<file path="config.mk">
export PLATFORM = sky130hd
export DESIGN_NAME = mux21x8_arb_flat
export DESIGN_NICKNAME = d
export VERILOG_FILES = /design/src/rtl/mux21x8_arb_if.sv /design/src/rtl/mux21x8_arb.sv /design/src/flat_wrapper.sv
export SDC_FILE = /design/constraint.sdc
export NUM_CORES = 1
export LEC_CHECK = 0
export CORE_MARGIN = 2
export CORE_UTILIZATION = 35
export DETAILED_ROUTE_END_ITERATION = 12
export GPL_TIMING_DRIVEN = 0
export HOLD_SLACK_MARGIN = 0.05
export PLACE_DENSITY = 0.71
export SETUP_SLACK_MARGIN = 0.3
export SYNTH_ARGS = -nofsm -noshare
export SYNTH_HDL_FRONTEND = slang
export SYNTH_SLANG_ARGS = --single-unit
</file>
<file path="constraint.sdc">
create_clock -name clk -period 1.7 [get_ports clk]
set_clock_uncertainty 0.15 [all_clocks]
set_input_delay 0.255 -clock clk [delete_from_list [all_inputs] [get_ports clk]]
set_output_delay 0.255 -clock clk [all_outputs]
set_load 0.02 [all_outputs]
</file>
<file path="src/rtl/mux21x8_arb_if.sv">
// Handshake bundle for mux21x8_arb: two byte producers (A, B) and one byte consumer.
// master = producers/consumer side, slave = the arbiter.
interface mux21x8_arb_if;
  logic       a_valid;
  logic [7:0] a_data;
  logic       a_last;
  logic       a_ready;
  logic       b_valid;
  logic [7:0] b_data;
  logic       b_last;
  logic       b_ready;
  logic       out_valid;
  logic [7:0] out_data;
  logic       out_last;
  logic       out_src;
  logic       out_ready;

  modport master (
    output a_valid, a_data, a_last, b_valid, b_data, b_last, out_ready,
    input  a_ready, b_ready, out_valid, out_data, out_last, out_src
  );

  modport slave (
    input  a_valid, a_data, a_last, b_valid, b_data, b_last, out_ready,
    output a_ready, b_ready, out_valid, out_data, out_last, out_src
  );
endinterface

</file>
<file path="src/rtl/mux21x8_arb.sv">
// Round-robin, burst-locked arbiter driving a 2:1 byte mux into a one-entry output register.
// Define MUX21X8_ARB_BURST_LIMIT_EN to force rotation after MAX_BURST beats.
module mux21x8_arb #(
  parameter int unsigned MAX_BURST = 4
) (
  input logic          clk,
  input logic          resetb,
  mux21x8_arb_if.slave bus
);

  typedef enum logic [1:0] {StIdle, StLockA, StLockB} state_e;

  state_e     state_q, state_d;
  logic       last_srv_q, last_srv_d;
  logic       out_valid_q, out_valid_d;
  logic [7:0] out_data_q, out_data_d;
  logic       out_last_q, out_last_d;
  logic       out_src_q, out_src_d;

  logic       sel;
  logic [7:0] mux_y;
  logic       x_valid, x_last, other_valid;
  logic       can_load, xfer, burst_hit, release_x;

  // mux21x8 datapath: s=0 passes A, s=1 passes B
  assign sel         = (state_q == StLockB);
  assign mux_y       = sel ? bus.b_data : bus.a_data;
  assign x_valid     = sel ? bus.b_valid : bus.a_valid;
  assign x_last      = sel ? bus.b_last : bus.a_last;
  assign other_valid = sel ? bus.a_valid : bus.b_valid;

  assign can_load    = ~out_valid_q | bus.out_ready;
  assign bus.a_ready = (state_q == StLockA) & can_load;
  assign bus.b_ready = (state_q == StLockB) & can_load;
  assign xfer        = x_valid & (bus.a_ready | bus.b_ready);

`ifdef MUX21X8_ARB_BURST_LIMIT_EN
  localparam int unsigned CntW = $clog2(MAX_BURST + 1);
  localparam logic [CntW-1:0] CntMax = CntW'(MAX_BURST);

  logic [CntW-1:0] cnt_q, cnt_d, cnt_inc;

  assign cnt_inc   = cnt_q + CntW'(1);
  assign burst_hit = (cnt_inc == CntMax);

  always_comb begin
    cnt_d = cnt_q;
    if (release_x) begin
      cnt_d = '0;
    end else if (xfer) begin
      cnt_d = cnt_inc;
    end
  end

  always_ff @(posedge clk) begin
    if (!resetb) begin
      cnt_q <= '0;
    end else begin
      cnt_q <= cnt_d;
    end
  end
`else
  logic unused_max_burst;
  assign unused_max_burst = ^MAX_BURST;
  assign burst_hit        = 1'b0;
`endif

  assign release_x = xfer & (x_last | burst_hit);

  always_comb begin
    state_d     = state_q;
    last_srv_d  = last_srv_q;
    out_valid_d = out_valid_q;
    out_data_d  = out_data_q;
    out_last_d  = out_last_q;
    out_src_d   = out_src_q;

    if (xfer) begin
      out_valid_d = 1'b1;
      out_data_d  = mux_y;
      out_last_d  = x_last;
      out_src_d   = sel;
    end else if (bus.out_ready) begin
      out_valid_d = 1'b0;
    end

    unique case (state_q)
      StIdle: begin
        if (bus.a_valid && bus.b_valid) begin
          state_d = last_srv_q ? StLockA : StLockB;
        end else if (bus.a_valid) begin
          state_d = StLockA;
        end else if (bus.b_valid) begin
          state_d = StLockB;
        end
      end
      StLockA, StLockB: begin
        // Hand over on the releasing edge so the other side sees no bubble
        if (release_x) begin
          last_srv_d = sel;
          if (other_valid) begin
            state_d = sel ? StLockA : StLockB;
          end else begin
            state_d = StIdle;
          end
        end
      end
      default: state_d = StIdle;
    endcase
  end

  always_ff @(posedge clk) begin
    if (!resetb) begin
      state_q     <= StIdle;
      last_srv_q  <= 1'b1;
      out_valid_q <= 1'b0;
      out_data_q  <= 8'h00;
      out_last_q  <= 1'b0;
      out_src_q   <= 1'b0;
    end else begin
      state_q     <= state_d;
      last_srv_q  <= last_srv_d;
      out_valid_q <= out_valid_d;
      out_data_q  <= out_data_d;
      out_last_q  <= out_last_d;
      out_src_q   <= out_src_d;
    end
  end

  assign bus.out_valid = out_valid_q;
  assign bus.out_data  = out_data_q;
  assign bus.out_last  = out_last_q;
  assign bus.out_src   = out_src_q;

endmodule
</file>
<file path="src/flat_wrapper.sv">
// flat-port wrapper written by rule: the top's interface ports become plain ports
module mux21x8_arb_flat 
#(
  parameter int unsigned MAX_BURST = 4
)
  (clk, resetb, bus_a_valid, bus_a_data, bus_a_last, bus_b_valid, bus_b_data, bus_b_last, bus_out_ready, bus_a_ready, bus_b_ready, bus_out_valid, bus_out_data, bus_out_last, bus_out_src);
  mux21x8_arb_if bus_i ();
  input logic clk;
  input logic resetb;
  input wire logic [$bits(bus_i.a_valid)-1:0] bus_a_valid;
  input wire logic [$bits(bus_i.a_data)-1:0] bus_a_data;
  input wire logic [$bits(bus_i.a_last)-1:0] bus_a_last;
  input wire logic [$bits(bus_i.b_valid)-1:0] bus_b_valid;
  input wire logic [$bits(bus_i.b_data)-1:0] bus_b_data;
  input wire logic [$bits(bus_i.b_last)-1:0] bus_b_last;
  input wire logic [$bits(bus_i.out_ready)-1:0] bus_out_ready;
  output wire logic [$bits(bus_i.a_ready)-1:0] bus_a_ready;
  output wire logic [$bits(bus_i.b_ready)-1:0] bus_b_ready;
  output wire logic [$bits(bus_i.out_valid)-1:0] bus_out_valid;
  output wire logic [$bits(bus_i.out_data)-1:0] bus_out_data;
  output wire logic [$bits(bus_i.out_last)-1:0] bus_out_last;
  output wire logic [$bits(bus_i.out_src)-1:0] bus_out_src;
  assign bus_i.a_valid = bus_a_valid;
  assign bus_i.a_data = bus_a_data;
  assign bus_i.a_last = bus_a_last;
  assign bus_i.b_valid = bus_b_valid;
  assign bus_i.b_data = bus_b_data;
  assign bus_i.b_last = bus_b_last;
  assign bus_i.out_ready = bus_out_ready;
  assign bus_a_ready = bus_i.a_ready;
  assign bus_b_ready = bus_i.b_ready;
  assign bus_out_valid = bus_i.out_valid;
  assign bus_out_data = bus_i.out_data;
  assign bus_out_last = bus_i.out_last;
  assign bus_out_src = bus_i.out_src;
  mux21x8_arb #(.MAX_BURST(MAX_BURST)) u_core (.clk(clk), .resetb(resetb), .bus(bus_i));
endmodule
</file>
==> metrics <==
critical setup path kind reg2reg; Worst slew margin 0.708; post-DP HPWL about 1.6 mm; Final Cell Area 0.00158 mm^2; nets@finish roughly 180; final cell count without fillers 175; most frequent cells in the layout clkdlybuf4s50_1, buf_4, dfxtp_1, nand2_1; Post-Syn Instances 84; initial antenna violation count 0; IO Pins 36; fin crit share 1.10; Final ANT Viol Nets 0; via count 853; status finished, violations left; Max rail drop VDD 1040 uV; post-synthesis cell type count 26; Worst Path Arrival 1900 ps; CTS tree yes; unrepaired setup endpoints after global routing yes; Pleak 0.754 nW; Die H approximately 53 um; MaxCap Viol Count 0; share of cells above drive strength 1 0.340; Avg Cell Area, Syn 9.83 um^2; largest family of logic cells by synthesized area compound AO/OA/AOI/OAI gates; Layout area overhead 91.7%; root buf cell clkbuf_4; RePlAce Congestion between 0.7 and 0.8; PortBufs 35; Yosys warning count 0; Clock Latency Late Sink 280 ps; Fmax between 500 and 600 MHz; Initial Utilization 0.373; DR DRC count 0; Period minus WS final around 1900 ps; clock-pin slew on the worst setup and hold paths 80 ps; Yosys reg bits 14; commonest non-fill, non-tap cell in the layout clkdlybuf4s50_1; vias in the first global route 848; launch point of the worst path u_core.state_q[0]; first-pass GRT wire length 3.75 mm; Yosys top cell by area dfxtp_1; global route overflow 0; gr usage total 0.184; Synth area leaders dfxtp_1, mux2i_1, o211a_1; P per Cell Area ~1700 mW/mm^2; Avg WL per Cell between 10 and 15 um; largest net degree at the start of global routing 11; Die X 52.6 um; clock sink count 14; Worst EP required 1720 ps; Initial DRT Pass Iterations 4; R2R Path Start u_core.state_q[0]; Worst Setup Slack, final -172 ps; Final Hold Viols 0; Slew @ Worst Pin 437 ps; htree depth 1; simple-gate share of the synthesized area 0.144; Synth Area in XOR/XNOR 0; Core ar. about 0.0022 mm^2; Mapped Nets 112; die area approximately 0.0028 mm^2; post-placement cell count approximately 150; antenna cell count 0; TritonCTS Buffers 3; Placed Area roughly 0.0013 mm^2; # rows 17; Hold WC Path Type reg2reg; failing checks setup timing; post-synthesis mux area share 0.126; crit path max fanout 5; complex-gate fraction of the synthesized area 0.241; vias per cell 4.87; Yosys top cell area share 0.339; Routed WL 2.48 mm; Syn Std Cell Area between 800 and 900 um^2; final count of pins violating max slew 0; Starting DRT DRC Count 10; adder-cell share of the synthesized area 0.0758; critical path capture point type flop; endpoints failing setup 13; Setup crit start kind flop; worst hold start u_core.bus.out_data[5]; CTS Buffer Depth 2; sequential cell area fraction in the yosys report 0.339
cells by family (layout without fill, tap and decap cells):
family / Yosys count / in the layout
flops: 14 / 14
simple gates: 22 / 22
buf+inv: 12 / 75
mux: 10 / 10
compound gates: 21 / 21
fa+ha+maj: 5 / 5
power breakdown:
| group | internal [mW] | switching, mW |
|---|---|---|
| clock network | 0.130 | 0.108 |
| registers | 0.461 | 0.0855 |
| logic | 1.04 | 0.850 |
metal layers:
| layer | GRT usage | vias to the layer above | share of wire |
|---|---|---|---|
| li1 | - | 427 | - |
| met1 | 0.220 | 401 | 0.41 |
| met2 | 0.331 | 23 | 0.55 |
| met3 | 0.0486 | 2 | 0.038 |
| met4 | 0.0299 | 0 | 0.0040 |
| met5 | 0 | - | 0 |
stage by stage:
stage	utilization	TNS, ps	hold slack, ps	total power, mW	worst slack, ps
3_5_place_dp	0.569	-4080	336	1.82	-414
5_1_grt	0.715	-1490	358	2.84	-241
3_3_place_gp	0.569	-3800	331	1.78	-391
4_1_cts	0.669	-498	352	2.43	-135
2_1_floorplan	-	-53.8	233	1.41	-43.8
6_report	0.715	-732	348	2.68	-172
synth_stat cells (all sizes together):
master  number
o21a         3
a32o         1
clkbuf       1
inv          7
ha           5
or2b         1
buf          4
nand3b       1
nand3        1
o211a        8
a21oi        3
nand2        9
mux2i       10
o41ai        1
nor2b        5
nor2         3
dfxtp       14
o31ai        1
a21boi       1
nor3         1
o22ai        1
o2111a       2
nor4         1
final timing paths:
| path | endpoint | slack (ps) | cells past startpoint |
|---|---|---|---|
| worst max-delay path | u_core.state_q[0] | -170 | 6 |
| worst min-delay path | u_core.bus.out_data[5] | 350 | 1 |
| worst max register to register | u_core.state_q[0] | -170 | 6 |
| worst min register to register | u_core.bus.out_data[5] | 350 | 1 |
sequential cells by signal, summed over array words and instances, names as in the netlist:
register / cells
u_core.bus.out_last: 1
u_core.last_srv_q: 1
u_core.bus.out_valid: 1
u_core.bus.out_data: 8
u_core.state_q: 2
u_core.bus.out_src: 1
cell type report:
| type | instances | area [um^2] |
|---|---|---|
| Buffer | 5 | 57.6 |
| Clock buffer | 4 | 36.3 |
| Fill cell | 155 | 629 |
| Inverter | 7 | 31.3 |
| Multi-Input combinational cell | 58 | 577 |
| Sequential cell | 14 | 288 |
| Tap cell | 28 | 35.0 |
| Timing Repair Buffer | 59 | 558 |
worst max-delay path, stage by stage (launching register included):
cell	delay (ps)
dfxtp_4	370
inv_4	50
ha_4	160
mux2i_4	230
o41ai_4	470
nand2_1	110
a32o_1	230
what timing repair did:
item | 4_1_cts | 5_1_grt
resized for setup | 40 | 10
hold buffers | 0 | 0
buffers inserted | 13 | 10
pin swaps | 8 | 3
cloned | 1 | 0
setup endpoints to repair | 27 | 19
Power figures use the tool's default switching activity.
